===== src/rtl/regfile_scoreboard.sv =====
// Register file with two combinational read ports, one write-back port and a
// per-register busy scoreboard for reserving destinations between issue and write-back.
module regfile_scoreboard #(
   parameter int DATA_W   = 8,
   parameter int ADDR_W   = 3,
   parameter int ZERO_REG = 1,
   parameter int BYPASS   = 1
) (
   input  logic                  clk,
   input  logic                  rst,
   input  logic [ADDR_W-1:0]     rs_addr,
   input  logic [ADDR_W-1:0]     rt_addr,
   output logic [DATA_W-1:0]     rs_data,
   output logic [DATA_W-1:0]     rt_data,
   output logic                  rs_ready,
   output logic                  rt_ready,
   input  logic                  issue_valid,
   input  logic [ADDR_W-1:0]     issue_dst,
   output logic                  issue_ready,
   input  logic                  wb_valid,
   input  logic [ADDR_W-1:0]     wb_addr,
   input  logic [DATA_W-1:0]     wb_data,
   output logic [2**ADDR_W-1:0]  busy_vec,
   output logic [ADDR_W:0]       pending_cnt,
   output logic                  wb_err
);
   localparam int NREGS = 2**ADDR_W;

   logic [DATA_W-1:0] regs_reg [NREGS];
   logic [NREGS-1:0]  busy_reg, busy_next;
   logic [ADDR_W:0]   pending_reg, pending_next;
   logic              wb_err_reg, wb_err_next;
   logic              wb_zero, issue_zero, wb_en, issue_en;

   assign wb_zero    = (ZERO_REG != 0) && (wb_addr == '0);
   assign issue_zero = (ZERO_REG != 0) && (issue_dst == '0);
   assign wb_en      = wb_valid && !wb_zero;

   // A write-back in the same cycle deliberately does not free the slot for a new issue.
   assign issue_ready = issue_zero ? 1'b1 : !busy_reg[issue_dst];
   assign issue_en    = issue_valid && issue_ready && !issue_zero;

   // Returns {ready, data} for one read port.
   function automatic logic [DATA_W:0] read_port(input logic [ADDR_W-1:0] a);
      if ((ZERO_REG != 0) && (a == '0))
         return {1'b1, {DATA_W{1'b0}}};
      else if ((BYPASS != 0) && wb_en && (wb_addr == a))
         return {1'b1, wb_data};
      else
         return {!busy_reg[a], regs_reg[a]};
   endfunction

   assign {rs_ready, rs_data} = read_port(rs_addr);
   assign {rt_ready, rt_data} = read_port(rt_addr);

   always_comb begin
      busy_next = busy_reg;
      if (wb_en)
         busy_next[wb_addr] = 1'b0;
      if (issue_en)
         busy_next[issue_dst] = 1'b1;
   end

   always_comb begin
      pending_next = '0;
      for (int i = 0; i < NREGS; i++)
         pending_next = pending_next + {{ADDR_W{1'b0}}, busy_next[i]};
   end

   assign wb_err_next = wb_err_reg | (wb_en & !busy_reg[wb_addr]);

   always_ff @(posedge clk or posedge rst) begin
      if (rst) begin
         busy_reg    <= '0;
         pending_reg <= '0;
         wb_err_reg  <= 1'b0;
      end else begin
         busy_reg    <= busy_next;
         pending_reg <= pending_next;
         wb_err_reg  <= wb_err_next;
      end
   end

   genvar gi;
   generate
      for (gi = 0; gi < NREGS; gi++) begin : g_reg
         always_ff @(posedge clk or posedge rst) begin
            if (rst)
               regs_reg[gi] <= '0;
            else if (wb_en && (wb_addr == ADDR_W'(gi)))
               regs_reg[gi] <= wb_data;
         end
      end
   endgenerate

   assign busy_vec    = busy_reg;
   assign pending_cnt = pending_reg;
   assign wb_err      = wb_err_reg;

endmodule


===== config.mk =====
export PLATFORM = sky130hd
export DESIGN_NAME = regfile_scoreboard
export DESIGN_NICKNAME = d
export VERILOG_FILES = /design/src/rtl/regfile_scoreboard.sv
export SDC_FILE = /design/constraint.sdc
export NUM_CORES = 1
export LEC_CHECK = 0
export ABC_AREA = 1
export CORE_AREA = 10 10 111 113
export CTS_CLUSTER_SIZE = 40
export DETAILED_ROUTE_END_ITERATION = 8
export DIE_AREA = 0 0 121 123
export GPL_TIMING_DRIVEN = 1
export PLACE_DENSITY = 0.73
export SYNTH_ARGS = -nofsm -noshare
export SYNTH_HDL_FRONTEND = slang
export SYNTH_SLANG_ARGS = --single-unit

===== constraint.sdc =====
create_clock -name clk -period 3.56 [get_ports clk]
set_input_delay 0.534 -clock clk [delete_from_list [all_inputs] [get_ports clk]]
set_output_delay 0.534 -clock clk [all_outputs]
set_load 0.05 [all_outputs]

==> flow_summary_export.csv, run 1 <==
group,metric,value,unit
clock_network,worstSkewPairLatency,0.36,ns
synthesis,postSynthCellCount,763,
synthesis,yosysTopAreaCell,"dfrtp_1",
flow_run,drv_cap,0,
synthesis,synth_compound_area_share,8.37,%
hold_path,hold_path_depth,0,
drt,drt_iter0_markers,633,
critical_path,slowest_stage,"fa_1",
hold_path,hold_end,"regs_reg[56]$_DFFE_PP0P_",
hold_path,hold_path.class,"reg2reg",
timing,timing.fmax,293,MHz
finish,num-nets-final,863,
drt,drc,0,
clock_network,clk_path_buf_depth,2,
synthesis,synth_top_area_share,37.5,%
die,core.rowCount,37,
critical_path,critPathRequiredTime,3.81,ns
die,die-area,0.0149,mm^2
synthesis,synth_nets,794,
timing,hold_viol_final,0,
critical_path,cp_cell_sequence,"clkdlybuf4s15_1, inv_1, nor2_1, nand3_1, nand2_2, nor2_4, nand3_1, nand2_1, inv_1, fa_1, fa_1, fa_1, inv_1, ha_2, inv_1, fa_1, xnor2_1",
hold_path,hold_start,"regs_reg[56]$_DFFE_PP0P_",
clock_network,cts_buffers,9,
critical_path,r2r_slack,0.14,ns
clock_network,cts_root_buf,"clkbuf_8",
power_and_ir_drop,seq_power_share,37.3,%
critical_path,reg2reg_depth,16,
finish,antennaDiodeCount,0,
synthesis,ys_seq_elements,77,
placed_design,dp.cells,954,
die,io-pin-count,56,
synthesis,syn_area,0.00514,mm^2
drt,routed_wl,16200,um
finish,finalNonFillerCells,973,
synthesis,yosys-top-cells-area,"dfrtp_1, nand2_1, nand3_1, o21ai_0, inv_1",
placed_design,gp_congestion,0.908,
timing,setup_viol,0,
critical_path,worst_path_largest_cell_delay,0.52,ns
critical_path,reg2reg_from,"busy_vec[2]$_DFF_PP0_",
critical_path,crit_fanout,4,
power_and_ir_drop,p_leak,0.00328,uW
synthesis,synth.avg_cell_area,6.74,um^2
die,coreArea,0.0101,mm^2
synthesis,ys_types,33,
synthesis,synth_simple_gate_area_share,40.6,%
power_and_ir_drop,switchingPower,1280,uW
clock_network,clk_transition_reported_paths,0.09,ns
timing,worstMarginPinSlew,0.672,ns
power_and_ir_drop,worst_ir_drop_vdd,0.329,mV
timing,rsz0062_at_grt,"true",
critical_path,crit_type,"in2reg",
timing,finClkSkew,0.00355,ns
finish,drive_above_1_share,16.5,%
power_and_ir_drop,p_comb_share,42.7,%
drt,via_per_inst,5.40,
critical_path,cp_num_buf_inv,5,
clock_network,cts_tree,"done",
power_and_ir_drop,power_density,486,mW/mm^2
drt,vias,5254,
critical_path,r2r_end,"pending_cnt[2]$_DFF_PP0_",
clock_network,clock-sinks,77,
drt,wire_per_inst,16.7,um
finish,largest_reg_flops,64,
power_and_ir_drop,p_int,1800,uW
placed_design,dp_hpwl,11600,um
synthesis,synthAdderAreaFrac,2.29,%
die,initial_utilization,50.7,%
timing,finalCritPeriodShare,96.0,%
die,dieHeight,123,um
timing,slew_headroom,55.1,%
drt,dr.pass1.iters,5,
synthesis,synth_xor_area_share,0.803,%
placed_design,io_buffer_count,55,
drt,drtAntennaViolNets,0,
critical_path,crit_path_start_kind,"primary input",
synthesis,synth_top_family_by_area,"simple AND/OR/NAND/NOR gates",
grt,grt-ovfl-total,0,
power_and_ir_drop,power.share.clock,20.1,%
synthesis,synthMuxAreaShare,0,%
synthesis,yosysWarningCount,0,
critical_path,cp_top_family,"adder cells",
grt,track_usage,22.2,%
timing,fin_crit,3.42,ns
run_status,status,"finished clean",
timing,drv_slew,0,
finish,area_growth,23.3,%
die,die_w,121,um
grt,grt_max_degree,48,
critical_path,cp-end-kind,"flop",
grt,grt_pass1_wl,26300,um
clock_network,htreeDepth,3,
power_and_ir_drop,power.share.switching,41.7,%
timing,holdWs,0.411,ns
grt,grt_pass1_vias,5031,
critical_path,crit_arrival,3.67,ns
grt,antenna_found_initial,0,
clock_network,ctsHoldBuffers,0,
synthesis,ys_seq_area_share,37.5,%
## cells in the final DEF (no fill, tap or decap), types with 15 or more instances in the layout
cell,n
buf_4,48
nand2_1,332
buf_12,19
o21ai_0,63
inv_1,48
nand4_1,16
clkdlybuf4s50_1,32
nor2_1,15
nand3_1,85
dfrtp_1,76
nor2_2,17
## through the flow
stage	cell area (um^2)	TNS, ns	utilization (%)	power [uW]	worst slack, ns
floorplan	5150	0	-	1970	0.00449
global placement	6120	-1.56	60.3	2440	-0.590
detailed placement	6120	-1.74	60.3	2470	-0.638
CTS	6290	0	62.0	3090	0.0166
global route	6340	-0.0328	62.5	3290	-0.0204
finish	6340	0	62.5	3080	0.142
## worst reg2reg max path: cells and delay by family (launching register included)
family / cells / cell delay [ns]
buffers and inverters: 4 / 0.27
flip-flops: 1 / 0.41
AND/OR/NAND/NOR: 6 / 0.56
XOR/XNOR: 1 / 0.13
adder cells (fa/ha/maj): 5 / 1.94
## power by group through the flow
| stage | clock, uW | combinational [uW] | sequential [uW] |
|---|---|---|---|
| floorplan | 0 | 702 | 1260 |
| global placement | 0 | 1290 | 1150 |
| detailed placement | 0 | 1310 | 1160 |
| CTS | 628 | 1320 | 1140 |
| global route | 664 | 1460 | 1170 |
| finish | 619 | 1320 | 1150 |
## worst max path at each step
stage	from	endpoint	slack, ns	cells after the start
after floorplan	issue_dst[0]	pending_cnt[2]$_DFF_PP0_	0.004	17
final	issue_dst[1]	pending_cnt[2]$_DFF_PP0_	0.14	17
after global routing	issue_dst[1]	pending_cnt[2]$_DFF_PP0_	-0.02	16
after CTS	issue_dst[0]	pending_cnt[2]$_DFF_PP0_	0.02	17
after detailed placement	issue_dst[0]	pending_cnt[2]$_DFF_PP0_	-0.64	17
after global placement	issue_dst[0]	pending_cnt[1]$_DFF_PP0_	-0.59	17
## layer usage
layer	global-route usage (%)	routed length, um
met1	28.8	6870
met2	35.2	7610
met3	4.51	1400
met4	9.50	334
met5	0	0
## logic make-up after synthesis
kind of cell               count (synthesis)
DFF                                       77
buffers and inverters                    110
and+or+nand+nor                          483
AOI/OAI and AO/OA                         83
xor gates and xnor gates                   3
adders and majority gates                  7
## synthesized netlist by cell type, drive strengths merged
cell / n
buf: 34
nor2: 37
inv: 63
o21ai: 67
nand3b: 1
xnor2: 3
nor3: 1
a21oi: 14
a21boi: 1
nand3: 90
nand2: 338
dfrtp: 77
fa: 4
o22ai: 1
clkinv: 1
ha: 3
clkbuf: 12
nand4: 16
## final cells by class
| class | instances | area [um^2] |
|---|---|---|
| Inverter | 64 | 248 |
| Timing Repair Buffer | 104 | 1110 |
| Sequential cell | 77 | 1930 |
| Fill cell | 925 | 3800 |
| Clock inverter | 7 | 48.8 |
| Tap cell | 136 | 170 |
| Multi-Input combinational cell | 576 | 2710 |
| Clock buffer | 9 | 124 |
## repair_timing
| action | CTS | global route |
|---|---|---|
| gates resized for setup | 4 | 18 |
| buffers inserted | 0 | 3 |
| pin swaps | 2 | 1 |
| setup endpoints to repair | 2 | 2 |
Power figures use the tool's default switching activity.
==> run 2, diff against run 1 <==
Settings changed: GPL_ROUTABILITY_DRIVEN from default to 1.
==> results of run 2 <==
No change in the layout: final DEF, timing and power equal those of run 1.
